<file path="config.mk">
export PLATFORM = sky130hd
export DESIGN_NAME = logic_burst_acc_flat
export DESIGN_NICKNAME = d
export VERILOG_FILES = /design/src/rtl/logic_burst_acc_pkg.sv /design/src/rtl/logic_burst_acc_if.sv /design/src/rtl/logic_burst_acc_logic_op.sv /design/src/rtl/logic_burst_acc.sv /design/src/flat_wrapper.sv
export SDC_FILE = /design/constraint.sdc
export NUM_CORES = 1
export LEC_CHECK = 0
export ABC_AREA = 1
export CORE_MARGIN = 4
export CORE_UTILIZATION = 25
export DETAILED_ROUTE_END_ITERATION = 6
export PLACE_DENSITY_LB_ADDON = 0.08
export SYNTH_ARGS = -nofsm -noshare
export SYNTH_HDL_FRONTEND = slang
export SYNTH_HIERARCHICAL = 1
export SYNTH_SLANG_ARGS = --single-unit
</file>
<file path="constraint.sdc">
create_clock -name clk -period 3.2 [get_ports clk]
set_input_delay 0.32 -clock clk [delete_from_list [all_inputs] [get_ports clk]]
set_output_delay 0.32 -clock clk [all_outputs]
set_load 0.01 [all_outputs]
</file>
<file path="src/rtl/logic_burst_acc_pkg.sv">
// Shared types for the burst logic accumulator: operation codes, FSM states
// and the mapping from a requested op to the per-beat/fold base op.
package logic_acc_pkg;

  typedef enum logic [1:0] {OP_OR, OP_AND, OP_XOR, OP_NOR} op_e;

  typedef enum logic [1:0] {S_IDLE, S_ACC, S_HOLD} state_e;

  // NOR folds as OR; the inversion is applied once, to the final result.
  function automatic op_e base_op(input op_e op);
    return (op == OP_NOR) ? OP_OR : op;
  endfunction

endpackage

</file>
<file path="src/rtl/logic_burst_acc_if.sv">
// Beat input channel and result output channel of the burst accumulator.
// master = operand source / result consumer, slave = the accumulator.
interface logic_burst_acc_if #(
  parameter int unsigned WIDTH = 8,
  parameter int unsigned CNT_W = 5
);

  logic             in_valid;
  logic             in_ready;
  logic [1:0]       in_op;
  logic [WIDTH-1:0] in_a;
  logic [WIDTH-1:0] in_b;
  logic             in_last;

  logic             out_valid;
  logic             out_ready;
  logic [WIDTH-1:0] out_f;
  logic [CNT_W-1:0] out_count;
  logic             out_ovf;

  modport master (
    output in_valid, in_op, in_a, in_b, in_last, out_ready,
    input  in_ready, out_valid, out_f, out_count, out_ovf
  );

  modport slave (
    input  in_valid, in_op, in_a, in_b, in_last, out_ready,
    output in_ready, out_valid, out_f, out_count, out_ovf
  );

endinterface

</file>
<file path="src/rtl/logic_burst_acc_logic_op.sv">
// Combinational bitwise operator: f = a op b for one op_e code.
module logic_op
  import logic_acc_pkg::*;
#(
  parameter int unsigned WIDTH = 8
) (
  input  op_e              op,
  input  logic [WIDTH-1:0] a,
  input  logic [WIDTH-1:0] b,
  output logic [WIDTH-1:0] f
);

  always_comb begin
    f = '0;
    case (op)
      OP_OR:   f = a | b;
      OP_AND:  f = a & b;
      OP_XOR:  f = a ^ b;
      OP_NOR:  f = ~(a | b);
      default: f = '0;
    endcase
  end

endmodule

</file>
<file path="src/rtl/logic_burst_acc.sv">
// Burst logic accumulator: folds OR/AND/XOR/NOR of operand pairs across a
// burst of beats and presents one registered result with valid/ready.
module logic_burst_acc
  import logic_acc_pkg::*;
#(
  parameter int unsigned WIDTH     = 8,
  parameter int unsigned MAX_BEATS = 16
) (
  input logic               clk,
  input logic               rst_n,
  logic_burst_acc_if.slave  bus
);

  localparam int unsigned CNT_W = $clog2(MAX_BEATS + 1);

  state_e           state, state_n;
  op_e              op_q, op_n;
  logic [WIDTH-1:0] acc_q, acc_n;
  logic [CNT_W-1:0] cnt_q, cnt_n;

  logic             ready_q, ready_n;
  logic             valid_q, valid_n;
  logic [WIDTH-1:0] f_q, f_n;
  logic [CNT_W-1:0] count_q, count_n;
  logic             ovf_q, ovf_n;

  op_e              beat_op;
  op_e              fold_op;
  logic [WIDTH-1:0] beat_f;
  logic [WIDTH-1:0] fold_f;
  logic             accept;
  logic             close;

  // First beat of a burst uses the incoming op; later beats use the latched one.
  assign beat_op = (state == S_IDLE) ? base_op(op_e'(bus.in_op)) : base_op(op_q);
  assign fold_op = base_op(op_q);
  assign accept  = bus.in_valid & ready_q;

  logic_op #(.WIDTH(WIDTH)) u_beat_op (
    .op (beat_op),
    .a  (bus.in_a),
    .b  (bus.in_b),
    .f  (beat_f)
  );

  logic_op #(.WIDTH(WIDTH)) u_fold_op (
    .op (fold_op),
    .a  (acc_q),
    .b  (beat_f),
    .f  (fold_f)
  );

  always_ff @(posedge clk or negedge rst_n) begin
    if (!rst_n) begin
      state <= S_IDLE;
    end else begin
      state <= state_n;
    end
  end

  // Next state, datapath and output-register next values.
  always_comb begin
    state_n = state;
    op_n    = op_q;
    acc_n   = acc_q;
    cnt_n   = cnt_q;
    close   = 1'b0;
    f_n     = f_q;
    count_n = count_q;
    ovf_n   = ovf_q;

    case (state)
      S_IDLE: begin
        if (accept) begin
          op_n    = op_e'(bus.in_op);
          acc_n   = beat_f;
          cnt_n   = CNT_W'(1);
          close   = bus.in_last || (cnt_n == CNT_W'(MAX_BEATS));
          state_n = S_ACC;
        end
      end
      S_ACC: begin
        if (accept) begin
          acc_n = fold_f;
          cnt_n = cnt_q + CNT_W'(1);
          close = bus.in_last || (cnt_n == CNT_W'(MAX_BEATS));
        end
      end
      S_HOLD: begin
        if (bus.out_ready) begin
          state_n = S_IDLE;
        end
      end
      default: state_n = S_IDLE;
    endcase

    // Closing without in_last can only mean the beat cap was reached.
    if (close) begin
      state_n = S_HOLD;
      f_n     = (op_n == OP_NOR) ? ~acc_n : acc_n;
      count_n = cnt_n;
      ovf_n   = ~bus.in_last;
    end

    valid_n = (state_n == S_HOLD);
    ready_n = (state_n != S_HOLD);
  end

  always_ff @(posedge clk or negedge rst_n) begin
    if (!rst_n) begin
      op_q    <= OP_OR;
      acc_q   <= '0;
      cnt_q   <= '0;
      ready_q <= 1'b0;
      valid_q <= 1'b0;
      f_q     <= '0;
      count_q <= '0;
      ovf_q   <= 1'b0;
    end else begin
      op_q    <= op_n;
      acc_q   <= acc_n;
      cnt_q   <= cnt_n;
      ready_q <= ready_n;
      valid_q <= valid_n;
      f_q     <= f_n;
      count_q <= count_n;
      ovf_q   <= ovf_n;
    end
  end

  assign bus.in_ready  = ready_q;
  assign bus.out_valid = valid_q;
  assign bus.out_f     = f_q;
  assign bus.out_count = count_q;
  assign bus.out_ovf   = ovf_q;

endmodule

</file>
<file path="src/flat_wrapper.sv">
// flat-port wrapper written by rule: the top's interface ports become plain ports
module logic_burst_acc_flat import logic_acc_pkg::*;
#(
  parameter int unsigned WIDTH     = 8,
  parameter int unsigned MAX_BEATS = 16
)
  (clk, rst_n, bus_in_valid, bus_in_op, bus_in_a, bus_in_b, bus_in_last, bus_out_ready, bus_in_ready, bus_out_valid, bus_out_f, bus_out_count, bus_out_ovf);
  logic_burst_acc_if #(.WIDTH(WIDTH), .CNT_W(($clog2(MAX_BEATS + 1)))) bus_i ();
  input logic clk;
  input logic rst_n;
  input wire logic [$bits(bus_i.in_valid)-1:0] bus_in_valid;
  input wire logic [$bits(bus_i.in_op)-1:0] bus_in_op;
  input wire logic [$bits(bus_i.in_a)-1:0] bus_in_a;
  input wire logic [$bits(bus_i.in_b)-1:0] bus_in_b;
  input wire logic [$bits(bus_i.in_last)-1:0] bus_in_last;
  input wire logic [$bits(bus_i.out_ready)-1:0] bus_out_ready;
  output wire logic [$bits(bus_i.in_ready)-1:0] bus_in_ready;
  output wire logic [$bits(bus_i.out_valid)-1:0] bus_out_valid;
  output wire logic [$bits(bus_i.out_f)-1:0] bus_out_f;
  output wire logic [$bits(bus_i.out_count)-1:0] bus_out_count;
  output wire logic [$bits(bus_i.out_ovf)-1:0] bus_out_ovf;
  assign bus_i.in_valid = bus_in_valid;
  assign bus_i.in_op = bus_in_op;
  assign bus_i.in_a = bus_in_a;
  assign bus_i.in_b = bus_in_b;
  assign bus_i.in_last = bus_in_last;
  assign bus_i.out_ready = bus_out_ready;
  assign bus_in_ready = bus_i.in_ready;
  assign bus_out_valid = bus_i.out_valid;
  assign bus_out_f = bus_i.out_f;
  assign bus_out_count = bus_i.out_count;
  assign bus_out_ovf = bus_i.out_ovf;
  logic_burst_acc #(.WIDTH(WIDTH), .MAX_BEATS(MAX_BEATS)) u_core (.clk(clk), .rst_n(rst_n), .bus(bus_i));
endmodule
</file>
==> metrics.md, run 1 <==
| Metric | Value |
|---|---|
| Nature of the critical path endpoint | register |
| CP peak stage delay | 0.46 ns |
| # DRC | 0 |
| Final Power | 0.003097 W |
| Sum Neg Setup Slack | 0 ns |
| Crit-path leading delay family | simple AND/OR/NAND/NOR gates |
| First-pass DRT Iterations | 5 |
| Crit path DAT | 3.04 ns |
| Slew @ Worst Pin | 0.5282 ns |
| Drt wl/cell | around 13 um |
| Startpoint types | register |
| Mux cell area share after synthesis | 0 |
| Syn_area_per_cell | 7.145 sq um |
| Clk root buf | clkbuf_16 |
| Syn Inst Count | slightly below 400 |
| Synth Area in Compound Gates | 0.02311 |
| Seq/Total Area, Yosys | 0.2933 |
| Largest net degree at the start of global routing | 34 |
| Initial antenna violation count | 0 |
| Clk sinks | 33 |
| Critical path buffers and inverters | 5 |
| IO buf count | 38 |
| Die H | 114.1 um |
| Critical Path Start | u_core/state[1] |
| Die X | 114.1 um |
| Final Critical Period | around 2.9 ns |
| Post-synthesis simple-gate area fraction | 0.3760 |
| RSZ-0062 raised after global routing | no |
| Ports | 39 |
| DRT iter0 DRCs | 89 |
| Ys flop type | dfrtp_1 |
| Worst-path fanout max | 18 |
| DR vias | 2681 |
| Max cap viols | 0 |
| Synth cell types | 25 |
| Syn-to-layout area delta | 29.16% |
| Worst path cell trace | nor2_2 > inv_1 > nand2_1 > o31ai_4 > buf_12 > inv_2 > buf_4 > nand3_1 > nand4_1 > inv_1 > ha_1 > nand3_1 > nand4_1 > nand3_1 > nand2_1 > nand2_1 > nand2_1 > nor2_1 > nand2_1 > nand3_1 > nand2_1 |
| TritonCTS Buffers | 5 |
| Total global routing overflow | 0 |
| First-pass GRT wire length | 14010 um |
| Worst-path clk slew | 0.06 ns |
| Adder-cell area share of the yosys netlist | 0.1556 |
| Skew-Pair Late Insertion Delay | 0.28 ns |
| Fin nets | ~510 |
| Routed WL | 7821 um |
| Via-to-Cell Ratio | 4.544 |
| Crit share post-route | 0.8964 |
| CP required | 3.37 ns |
| Hpwl dp | 5971 um |
| CP dominant cell by count | nand2_1 |
| End of the worst register-to-register path | u_core/bus.out_f[6] |
| Synth Area in XOR/XNOR | 0.003111 |
| Total global-route track usage | 0.1314 |
| Hold Fails Final Rpt | 0 |
| HP Class | input port to async pin |
| Post-CTS Setup Bufs | 0 |
| Placed Area | 0.003456 sq mm |
| Slowest CP cell | dfrtp_1 |
| Core area | 0.01094 sq mm |
| Post-Syn Area | 0.002815 sq mm |
| Slew margin rel. | 0.6475 |
| CP Class | register to register |
| Peak VDD IR | 0.3117 mV |
| Top cells by count, synth | 96 x nand3_1, 88 x nand2_1, 76 x inv_1, 35 x ha_1, 33 x dfrtp_1 |
| R2R depth | 21 |
| Syn Nets | 452 |
| Lkg Pwr | 1.903 nW |
| # fillers | between 1000 and 1500 |
| CTS Hold Bufs | 0 |
| Count of final setup violators | 0 |
| Die ar. | 0.01302 sq mm |
| Vias in the first global route | around 2900 |
| Final ANT Viol Nets | 0 |
| Ant. Diodes | 0 |
| RR Startpoint | u_core/state[1] |
| Pins Over Slew Limit | 0 |
| Maximum clock path buffer count | 2 |
| Fraction of layout cells with a size suffix above 1 | 0.1089 |
| Power Density | 851.8 mW/mm^2 |
| Most instantiated library cell after synthesis | nand3_1 |
| CP Capture Point | u_core/bus.out_f[6] |
| Row count | 38 |
| Ys async rst share | 1.000 |
| Synth warn | 6 |
| EDFF count, synth | 0 |
| Gp weighted congestion | between 0.7 and 0.8 |
| CTS H-tree depth | 2 |
| Final Cell Area | 0.003636 sq mm |
| Reg-to-reg slack, setup | roughly 0.33 ns |
| Synth area leaders | dfrtp_1 29%, nand3_1 17%, ha_1 16% |
| Largest family of logic cells by synthesized area | simple AND/OR/NAND/NOR gates |
| CTS tree | yes |
| Cell taking the most area after synthesis | dfrtp_1 |
| Status | finished clean |
| Layout Skew | 0.006521 ns |
| Starting Density | 0.2574 |
| Synth top area share | 0.2933 |
| Yosys reg bits | 33 |
| Crit. path cell count | 21 |
| Achievable Freq | 348.6 MHz |
==> cell families (layout without fill, tap and decap cells) <==
group | Yosys count | after routing
compound gates | 9 | 9
buf+inv | 93 | 149
fa+ha+maj | 35 | 35
simple gates | 223 | 223
flops | 33 | 33
xor+xnor | 1 | 1
==> power breakdown <==
part / switching (W) / internal [W]
Sequential: 0.000136 / 0.000578
Clock: 0.000187 / 0.000368
Combinational: 0.00107 / 0.000763
Total: 0.00139 / 0.00171
==> repair_timing <==
item                                    4_1_cts  5_1_grt
hold endpoints to repair                      0        0
resized for setup                             0        1
endpoints found under the setup margin        0        1
==> through the flow <==
| step | setup WS [ns] | cells | hold slack (ns) | utilization |
|---|---|---|---|---|
| after floorplan | 0.5530 | 394 | 0.02441 | - |
| after global routing | 0.02186 | 590 | 0.4996 | 0.3325 |
| after global placement | 0.09076 | 582 | 0.4957 | 0.3160 |
| final | 0.3314 | 590 | 0.4565 | 0.3325 |
| after detailed placement | 0.05694 | 582 | 0.4933 | 0.3160 |
| after CTS | 0.2196 | 590 | 0.4808 | 0.3317 |
==> placed cells by master, fill, tap and decap left out, drive strengths merged, types with 5 or more instances in the layout <==
master,Yosys,layout
nor2,12,12
nand4,18,18
buf,11,22
ha,35,35
nand2,93,93
inv,81,81
nand3,97,97
clkbuf,1,5
dfrtp,33,33
clkdlybuf4s50,0,38
==> worst min path at each step <==
stage	from	to	cells past startpoint
global placement	u_core/bus.out_count[4]	u_core/bus.out_count[4]	2
CTS	rst_n	u_core/bus.in_ready	2
floorplan	rst_n	u_core/acc_q[0]	0
global route	rst_n	u_core/bus.in_ready	2
finish	rst_n	u_core/bus.in_ready	2
detailed placement	u_core/bus.out_f[4]	u_core/bus.out_f[4]	2
==> routing by layer <==
| layer | track usage | wire length, um | up-vias |
|---|---|---|---|
| li1 | - | - | 1384 |
| met1 | 0.1784 | 3852 | 1247 |
| met2 | 0.2194 | 3617 | 41 |
| met3 | 0.02061 | 243 | 9 |
| met4 | 0.03167 | 108 | 0 |
| met5 | 0 | 0 | - |
==> registers in the layout (all words and copies together), names as in the netlist <==
name	count
u_core/acc_q	8
u_core/bus.in_ready	1
u_core/bus.out_count	5
u_core/bus.out_f	8
u_core/bus.out_ovf	1
u_core/bus.out_valid	1
u_core/cnt_q	5
u_core/op_q	2
u_core/state	2
==> worst reg2reg max path: cells and delay by family, from the launching register on <==
family / cells / cell delay [ns]
compound gates: 1 / 0.09
fa+ha+maj: 1 / 0.23
buf+inv: 5 / 0.73
flops: 1 / 0.46
simple gates: 14 / 1.24
==> area by class of cell <==
type / count / area (sq um) / area share
multi-input combinational: 268 / 1589 / 0.4370
sequential: 33 / 825.8 / 0.2271
timing repair buffer: 60 / 570.5 / 0.1569
inverter: 81 / 304.0 / 0.08362
tap: 140 / 175.2 / 0.04818
clock buffer: 5 / 125.1 / 0.03441
clock inverter: 3 / 46.29 / 0.01273
No activity file was read; power rests on OpenSTA's default activity.
==> inputs of run 2 (changes only) <==
--- a/config.mk
+++ b/config.mk
@@ -6,10 +6,10 @@
 export NUM_CORES = 1
 export LEC_CHECK = 0
 export ABC_AREA = 1
-export CORE_MARGIN = 4
+export CORE_MARGIN = 5
 export CORE_UTILIZATION = 25
+export CTS_CLUSTER_SIZE = 16
 export DETAILED_ROUTE_END_ITERATION = 6
-export PLACE_DENSITY_LB_ADDON = 0.08
 export SYNTH_ARGS = -nofsm -noshare
 export SYNTH_HDL_FRONTEND = slang
 export SYNTH_HIERARCHICAL = 1
==> run 2 against run 1 <==
Net effect:
- design area shrank 2.7%
- first-iteration DRC count grew 130%
- die area grew 3.5%
- global-route usage shrank 1.8 points
- clock power shrank 15%
- non-clock buffer count shrank 7
- sequential share of layout area grew 0.63 points
- critical path depth shrank 2
- largest power group unchanged
==> metrics.md, run 2 (same netlist as run 1, synthesis figures left out) <==
| Metric | Value |
|---|---|
| Vias in the first global route | 2700 (-7.1%) |
| Placement Setup Slack | 0.2693 ns (+0.2123 ns) |
| Worst-path clk slew | 0.06 ns (about the same) |
| CTS-repair resized insts | 0 (unchanged) |
| Critical Path Start | u_core/state[0] |
| Initial antenna violation count | 0 (unchanged) |
| Final std cells w/o fill | 582 (-1.4%) |
| TritonCTS Buffers | 5 (unchanged) |
| CP required | 3.36 ns (about the same) |
| Peak VDD IR | 0.4073 mV (+31%) |
| DR vias | 2680 (-0.037%) |
| Final Critical Period | 2.687 ns (-0.1815 ns) |
| Reg-to-reg slack, setup | 0.51 ns (+0.18 ns) |
| Drt wl/cell | 12.51 um (-5.7%) |
| Total global routing overflow | 0 (unchanged) |
| Worst-path fanout max | 18 (unchanged) |
| Status | finished clean |
| Most frequent cells in the layout | 96 x nand3_1, 88 x nand2_1, 76 x inv_1, 38 x clkdlybuf4s50_1, 35 x ha_1 |
| CTS Hold Bufs | 0 (unchanged) |
| Via-to-Cell Ratio | 4.605 (+1.3%) |
| RR Startpoint | u_core/state[0] |
| Power Density | 828.0 mW/mm^2 (-2.8%) |
| Fin worst setup slack | 0.5129 ns (+0.1815 ns) |
| Skew-Pair Late Insertion Delay | 0.28 ns (about the same) |
| IO buf count | 38 (unchanged) |
| Ports | 39 (unchanged) |
| Slowest CP cell | dfrtp_1 |
| CP Class | register to register |
| Startpoint types | register |
| Commonest non-fill, non-tap cell in the layout | nand3_1 |
| Final ANT Viol Nets | 0 (unchanged) |
| Final Power | 0.002929 W (-5.4%) |
| CP Capture Point | u_core/bus.out_f[6] |
| Slew margin rel. | 0.6680 (+0.02049) |
| Gp weighted congestion | 0.8731 (+11%) |
| Die X | 116.1 um (+1.8%) |
| # fillers | 1160 (-3.3%) |
| Layout Skew | 0.006767 ns (+0.0002460 ns) |
| R2R depth | 19 (-9.5%) |
| # DRC | 0 (unchanged) |
| Core area | 0.01094 sq mm (unchanged) |
| CP peak stage delay | 0.44 ns (-0.02 ns) |
| Crit share post-route | 0.8397 (-0.05672) |
| First-pass DRT Iterations | 4 (-1) |
| Achievable Freq | 372.2 MHz (+6.8%) |
| Fin nets | 500 (-1.4%) |
| CP dominant cell by count | nand2_1 |
| Nature of the critical path endpoint | register |
| End of the worst register-to-register path | u_core/bus.out_f[6] |
| Syn-to-layout area delta | 25.64% |
| Count of final setup violators | 0 (unchanged) |
| Clk root buf | clkbuf_16 |
| Fraction of layout cells with a size suffix above 1 | 0.09276 (-0.01613) |
| HP Class | input port to async pin |
| First-pass GRT wire length | 12410 um (-11%) |
| Starting Density | 0.2574 (unchanged) |
| Row count | 38 (unchanged) |
| Crit path DAT | 2.85 ns (-0.19 ns) |
| Pins Over Slew Limit | 0 (unchanged) |
| Hold Fails Final Rpt | 0 (unchanged) |
| Die ar. | 0.01348 sq mm (+3.5%) |
| Detailed-routed wire length on met2 | 3738 um (+3.3%) |
| Ant. Diodes | 0 (unchanged) |
| Placed Instances | 575 (-1.2%) |
| Die H | 116.1 um (+1.8%) |
| Hpwl dp | 5529 um (-7.4%) |
| Routed WL | 7279 um (-6.9%) |
| Final core occ | 0.3235 (-0.009039) |
| CTS H-tree depth | 2 (unchanged) |
| M1 WL | 3176 um (-18%) |
| Post-CTS Setup Bufs | 0 (unchanged) |
| Sum Neg Setup Slack | 0 ns (unchanged) |
| Max layer used | met4 |
| RSZ-0062 raised after global routing | no |
| CTS tree | yes |
| Lkg Pwr | 1.855 nW (-2.5%) |
| DRT iter0 DRCs | 205 (+130%) |
| DR WL met3 | 301 um (+24%) |
| Clk sinks | 33 (unchanged) |
| Worst path cell trace | nor2_2 > inv_1 > o31ai_2 > buf_4 > inv_2 > nand3_1 > nand4_1 > inv_1 > ha_1 > nand3_1 > nand4_1 > nand3_1 > nand2_1 > nand2_1 > nand2_1 > nor2_1 > nand2_1 > nand3_1 > nand2_1 |
| Max cap viols | 0 (unchanged) |
| Maximum clock path buffer count | 2 (unchanged) |
| Total global-route track usage | 0.1136 (-0.01782) |
| Slew @ Worst Pin | 0.4975 ns (-0.03071 ns) |
| Largest net degree at the start of global routing | 34 (unchanged) |
==> run 2: stage by stage <==
stage          cell area [sq um]  hold slack, ns
2_1_floorplan               2815         0.02441
4_1_cts                     3537          0.4838
6_report                    3537          0.4664
5_1_grt                     3537          0.5129
3_5_place_dp                3391          0.4946
3_3_place_gp                3391          0.4968
==> run 2: worst min path at each step <==
stage,end
floorplan,u_core/acc_q[0]
global placement,u_core/bus.out_count[4]
detailed placement,u_core/bus.out_f[1]
CTS,u_core/bus.in_ready
global route,u_core/bus.out_count[3]
finish,u_core/bus.out_count[3]
==> run 2: final cells by class <==
class / count / area, sq um / area share
Multi-Input combinational cell: 268 / 1580 / 0.4468
Sequential cell: 33 / 825.8 / 0.2335
Timing Repair Buffer: 53 / 505.5 / 0.1429
Inverter: 81 / 304.0 / 0.08596
Tap cell: 140 / 175.2 / 0.04952
Clock buffer: 6 / 138.9 / 0.03926
Clock inverter: 1 / 7.507 / 0.002122
==> run 2: critical path: cells and delay by family (launching register included) <==
family / cells / cell delay, ns
simple gates: 13 / 1.10
buf+inv: 4 / 0.60
flops: 1 / 0.44
fa+ha+maj: 1 / 0.22
compound gates: 1 / 0.19
==> run 2: layer usage <==
metal / vias up / track usage
li1: 1365 / -
met5: - / 0
met3: 8 / 0.02280
met2: 58 / 0.2052
met1: 1249 / 0.1365
met4: 0 / 0.03248
==> run 2: where the power goes <==
part / internal (W) / switching, W
Sequential: 0.000578 / 0.000136
Combinational: 0.000715 / 0.00103
Clock: 0.000305 / 0.000169
